<file path="src/rtl/ram_access_arbiter.sv">
// Two-requester round-robin sequencer in front of a single-port RAM.
// One command is captured in IDLE, issued for one cycle, and reads return data in RESP.
module ram_access_arbiter #(
  parameter int ADDR_W = 2,
  parameter int DATA_W = 2
) (
  input  logic              clock,
  input  logic              reset,
  input  logic              req0,
  input  logic              we0,
  input  logic [ADDR_W-1:0] addr0,
  input  logic [DATA_W-1:0] wdata0,
  output logic              gnt0,
  output logic              rvalid0,
  output logic [DATA_W-1:0] rdata0,
  input  logic              req1,
  input  logic              we1,
  input  logic [ADDR_W-1:0] addr1,
  input  logic [DATA_W-1:0] wdata1,
  output logic              gnt1,
  output logic              rvalid1,
  output logic [DATA_W-1:0] rdata1,
  output logic              ram_en,
  output logic              ram_we,
  output logic [ADDR_W-1:0] ram_addr,
  output logic [DATA_W-1:0] ram_wdata,
  input  logic [DATA_W-1:0] ram_rdata,
  output logic              busy
);

  typedef enum logic [1:0] {IDLE, ISSUE, RESP} state_t;

  state_t                  state, state_nxt;
  logic                    ptr;
  logic                    sel, sel_nxt;
  logic                    take;
  logic                    we_win;
  logic [ADDR_W-1:0]       addr_win;
  logic [DATA_W-1:0]       wdata_win;
  logic [1:0]              gnt, rvalid;
  logic [1:0][DATA_W-1:0]  rdata_q;

  // Winner selection: a lone requester always wins, a tie goes to the pointer.
  always_comb begin
    state_nxt = state;
    sel_nxt   = sel;
    take      = 1'b0;
    case (state)
      IDLE: begin
        if (req0 || req1) begin
          take      = 1'b1;
          state_nxt = ISSUE;
          sel_nxt   = (req0 && req1) ? ptr : req1;
        end
      end
      ISSUE:   state_nxt = ram_we ? IDLE : RESP;
      RESP:    state_nxt = IDLE;
      default: state_nxt = IDLE;
    endcase
  end

  assign we_win    = sel_nxt ? we1    : we0;
  assign addr_win  = sel_nxt ? addr1  : addr0;
  assign wdata_win = sel_nxt ? wdata1 : wdata0;

  always_ff @(posedge clock) begin
    if (reset) begin
      state     <= IDLE;
      ptr       <= 1'b0;
      sel       <= 1'b0;
      gnt       <= '0;
      rvalid    <= '0;
      rdata_q   <= '0;
      ram_en    <= 1'b0;
      ram_we    <= 1'b0;
      ram_addr  <= '0;
      ram_wdata <= '0;
      busy      <= 1'b0;
    end else begin
      state  <= state_nxt;
      sel    <= sel_nxt;
      busy   <= (state_nxt != IDLE);
      gnt    <= '0;
      rvalid <= '0;
      ram_en <= take;
      ram_we <= take & we_win;
      if (take) begin
        gnt[sel_nxt] <= 1'b1;
        ram_addr     <= addr_win;
        ram_wdata    <= wdata_win;
      end
      if (state == ISSUE) begin
        ptr <= ~sel;
        if (!ram_we) rvalid[sel] <= 1'b1;
      end
      if (state == RESP) rdata_q[sel] <= ram_rdata;
    end
  end

  // RAM data is only valid during RESP, so it is forwarded then and held afterwards.
  assign gnt0    = gnt[0];
  assign gnt1    = gnt[1];
  assign rvalid0 = rvalid[0];
  assign rvalid1 = rvalid[1];
  assign rdata0  = rvalid[0] ? ram_rdata : rdata_q[0];
  assign rdata1  = rvalid[1] ? ram_rdata : rdata_q[1];

endmodule

</file>
<file path="config.mk">
export PLATFORM = sky130hd
export DESIGN_NAME = ram_access_arbiter
export DESIGN_NICKNAME = d
export VERILOG_FILES = /design/src/rtl/ram_access_arbiter.sv
export SDC_FILE = /design/constraint.sdc
export NUM_CORES = 1
export LEC_CHECK = 0
export CORE_UTILIZATION = 45
export CTS_BUF_LIST = sky130_fd_sc_hd__clkbuf_8
export DETAILED_ROUTE_END_ITERATION = 10
export GPL_TIMING_DRIVEN = 0
export PLACE_DENSITY = 0.81
export SETUP_SLACK_MARGIN = 0.15
export SYNTH_ARGS = -nofsm -noshare
export SYNTH_HDL_FRONTEND = slang
export SYNTH_SLANG_ARGS = --single-unit
</file>
<file path="constraint.sdc">
create_clock -name clock -period 2.8 [get_ports clock]
set_clock_uncertainty 0.15 [all_clocks]
set_input_delay 0.56 -clock clock [delete_from_list [all_inputs] [get_ports clock]]
set_output_delay 0.56 -clock clock [all_outputs]
set_load 0.02 [all_outputs]
</file>
# [Word level (Yosys, flattened, before mapping)]
# Cells that the tools add are included.
[word_totals] wordCells=50 input_bits=16 register_bits=19 output_inout_bits=15
[op_classes] n_bitwise=4 n_mux=20 magnitude_cmp=4 n_reduce_logical=8 n_eq_ne=2
[ops] op="2-bit two-way mux" n=7
[ops] op="1-bit two-way mux" n=8
[ops] op="4-bit bitwise mux" n=1
[ops] op="1-bit by 2-bit less-than comparator with 1-bit output (second input constant)" n=2
[ops] op="2-bit one-hot mux with 2 select lines" n=1
[ops] op="1-bit logical AND" n=3
[ops] op="1-bit NOT" n=3
[ops] op="3-bit OR reduction" n=1
[ops] op="1-bit demux with 1-bit select" n=2
[ops] op="2-bit demux with 1-bit select" n=1
[ops] op="2-bit by 1-bit == test with 1-bit output (second input constant)" n=1
[ops] op="2-bit == test (second input constant)" n=1
[ops] op="1-bit >= comparator (second input constant)" n=2
[ops] op="2-bit logical NOT" n=1
[ops] op="2-bit nonzero test" n=1
[ops] op="2-bit OR reduction" n=1
[ops] op="1-bit bitwise AND" n=1
[ops] op="1-bit logical OR" n=1

# [Depth between registers and ports, before layout]
[logic_depth] ltp_word=8 mapped_depth=5 mapped_depth_nobuf=4

# [Least setup slack after synthesis]
# OpenSTA, ideal clock, no wires.
[synth_path] path_type="register to output" from="register rvalid[0]" to="output rdata0[0]" slack_ps=1223 path_buffers=0 stages_incl_launch_ff=2 t_required_ps=2090 arrival_time_ps=867 cell_sequence="dfxtp_1 -> mux2_2"
[synth_between] elab_chain_cells=1
[synth_lines] item="start: declaration" line_no="40" rtl="logic [1:0] gnt, rvalid;"
[synth_lines] item="start signal: assignment" line_no="72" rtl="rvalid <= '0;"
[synth_lines] item="start signal: assignment" line_no="84" rtl="rvalid <= '0;"
[synth_lines] item="start signal: indexed assignment" line_no="94" rtl="if (!ram_we) rvalid[sel] <= 1'b1;"
[synth_lines] item="2-bit two-way mux" line_no="105" rtl="assign rdata0 = rvalid[0] ? ram_rdata : rdata_q[0];"
[synth_lines] item="end: declaration" line_no="15" rtl="output logic [DATA_W-1:0] rdata0,"
# Every way passes these cells.

# [Worst setup path after layout]
[layout_path] from="input ram_rdata[1]" to="output rdata0[1]"
[layout_between] elab_chain_cells=1
[layout_lines] item="start: declaration" line_no="27" rtl="input logic [DATA_W-1:0] ram_rdata,"
[layout_lines] item="2-bit two-way mux" line_no="105"
# Every way passes these cells.

==> results.toml <==
[floorplanning]
io_pins = 31
dieHeight_um = 45.20
rows = 15
die_area_um2 = 2043
fp.dieW_um = 45.20
coreArea_um2 = 1745
start_util_pct = 48.10

[clock_tree]
worstSkewPairLatency_ns = 0.25
numCtsBuffers = 3
post_cts_buffers = 0
clock_path_buffers = 2
h-tree-depth = 1
root_buffer = "clkbuf_8"
clock-sinks = 19
cts_resized = 0
path_clk_slew_ns = 0.07
cts-hold-fix-buffers = 0
cts_tree = "done"

[timing]
rsz0062_at_grt = "no"
post-route-period-util_pct = 92.35
min_period_ns = 2.586
fin_tns_setup_ns = 0
setup_violations = 0
max_slew_margin_pct = 66.37
worst_slew_pin_slew_ns = 0.5034
setup_slack_ns = 0.2142
final-hold-violation-count = 0
slew_viol_final = 0
max_freq_mhz = 386.7

[worst_setup_path]
cp.required_ns = 2.09
cp_max_fo = 4
worst_setup_path_end_kind = "primary output"
startpoint_type = "input pin"
critPathKind = "input pin to primary output"
worstPathArrival_ns = 1.88

[detailed_routing]
wl_met2_um = 905
drc_errors = 0
route.vias.total = 729
antenna_left = 0
first_pass_iters = 4
wl_met1_um = 919
totalWireLength_um = 1886
avgRoutedWirePerCell_um = 13.38
dr_wl_met3_um = 45
viasPerCell = 5.170
top_layer = "met4"
dr.first_iter.drc_count = 7

[synth]
syn_inst = 83
ys_async_sr_fraction_pct = 0
synth_fp_nets = 99
syn_area_um2 = 839.6
synth_cell_type_count = 29
synthFlopType = "dfxtp_1"
synth-edff-count = 0
ys_warn_count = 0
ys_seq_area_share_pct = 45.31
synth-seq-cells = 19
avgSynthCellArea_um2 = 10.12

[placement]
place_hpwl_um = 1388
placed_area_um2 = 1161
portBuffers = 29
gp_congestion = 0.7519
pre_cts_ws_ns = 0.2125

[power]
comb_power_share_pct = 25.2
ir_drop_mv = 0.4697
power_density_nw_per_um2 = 543.2
swShare_pct = 27.64
p_leak_nw = 0.4826
seqPwrFrac_pct = 45.9
p_int_w = 0.0004746
fin_total_pwr_w = 0.0006559
pwr-share-clk_pct = 28.9
switchingPower_w = 0.0001813

[finish]
area_delta_synth_final_pct = 43.82
fin_nets = 133
antenna_cells = 0
final_core_util_pct = 69.18
drive_gt1_share_pct = 15.52
mostFrequentLayoutCells = "29 x clkdlybuf4s50_1, 19 x dfxtp_1, 7 x nor2_1"
final_common_cell = "clkdlybuf4s50_1"
multi_input_area_um2 = 416.7
fill_cells = 138
final_area_um2 = 1207
final-seq-area_um2 = 380.4

[global_route]
grt_pass1_wl_um = 2987
grt_max_degree = 12
antenna_found_initial = 0
grt_util_all_layers_pct = 20.28
grt_remaining_overflow = 0
grt_pass1_vias = 675

[run]
drv_cap = 0

[status]
status = "complete, no violations"

[min_path]
hold_class = "flop to flop"
[power groups by stage]
stage	clock [W]	combinational (W)	sequential, W
floorplan	0	0.0000724	0.000327
global placement	0	0.000161	0.000307
detailed placement	0	0.000164	0.000307
CTS	0.000192	0.000165	0.000301
global route	0.000202	0.000176	0.000303
finish	0.000190	0.000165	0.000301
[cell families (layout without fill, tap and decap cells)]
| logic type | Yosys count | in the layout | share of synthesized area, % |
|---|---|---|---|
| buf+inv | 8 | 41 | 5.067 |
| flops | 19 | 19 | 45.30 |
| simple gates | 35 | 35 | 25.34 |
| compound gates | 12 | 12 | 12.97 |
| mux | 9 | 9 | 11.33 |
[through the flow]
stage | std cells | hold WS (ns)
detailed placement | 137 | 0.3061
CTS | 141 | 0.3236
global placement | 137 | 0.3023
global route | 141 | 0.3280
floorplan | 83 | 0.2945
finish | 141 | 0.3226
[sequential cells by signal, indices dropped and copies added (netlist names)]
name	flops
busy	1
sel	1
ram_we	1
ram_addr	2
rvalid	2
ptr	1
ram_wdata	2
state	2
rdata_q	4
gnt	2
ram_en	1
[cell usage after synthesis (2+ instances only)]
| cell | count | area, µm² |
|---|---|---|
| nor2_1 | 7 | 26.28 |
| and2_1 | 2 | 12.51 |
| nand4_1 | 2 | 12.51 |
| mux2i_1 | 5 | 50.05 |
| a21oi_1 | 2 | 10.01 |
| a32o_1 | 4 | 40.04 |
| inv_2 | 2 | 7.510 |
| dfxtp_1 | 19 | 380.4 |
| inv_1 | 2 | 7.510 |
| nand3b_1 | 5 | 37.54 |
| nor2b_1 | 4 | 25.02 |
| nor3_1 | 4 | 20.02 |
| a32oi_1 | 4 | 35.03 |
| nand2_1 | 2 | 7.510 |
| nand2b_1 | 2 | 12.51 |
| mux2_2 | 4 | 45.04 |
[area by class of cell]
type	count	area share [%]
multi-input cells	56	34.51
inverters	4	1.244
well taps	25	2.591
plain buffers	4	2.280
flip-flops and latches	19	31.50
repair buffers	29	24.04
clock inverters	1	0.4145
clock buffers	3	3.420
[routing by layer]
metal  vias up  GRT usage, %
met5         -             0
met4         0         5.455
met3         2         4.800
met2        14         32.46
met1       348         27.21
li1        365             -
[worst max-delay path: stages]
cell and delay [ns]:
clkdlybuf4s50_1 0.53, mux2_2 0.17, clkdlybuf4s50_1 0.61
[worst paths after layout]
check / startpoint / endpoint / slack [ns] / depth (start not counted)
max: ram_rdata[1] / rdata0[1] / 0.21 / 3
min: ram_addr[1]$_SDFFE_PP0P_ / ram_addr[1]$_SDFFE_PP0P_ / 0.32 / 1
max reg2reg: state[0]$_SDFF_PP0_ / ram_we$_SDFF_PP0_ / 1.30 / 4
min reg2reg: ram_addr[1]$_SDFFE_PP0P_ / ram_addr[1]$_SDFFE_PP0P_ / 0.32 / 1
Power figures use the tool's default switching activity.
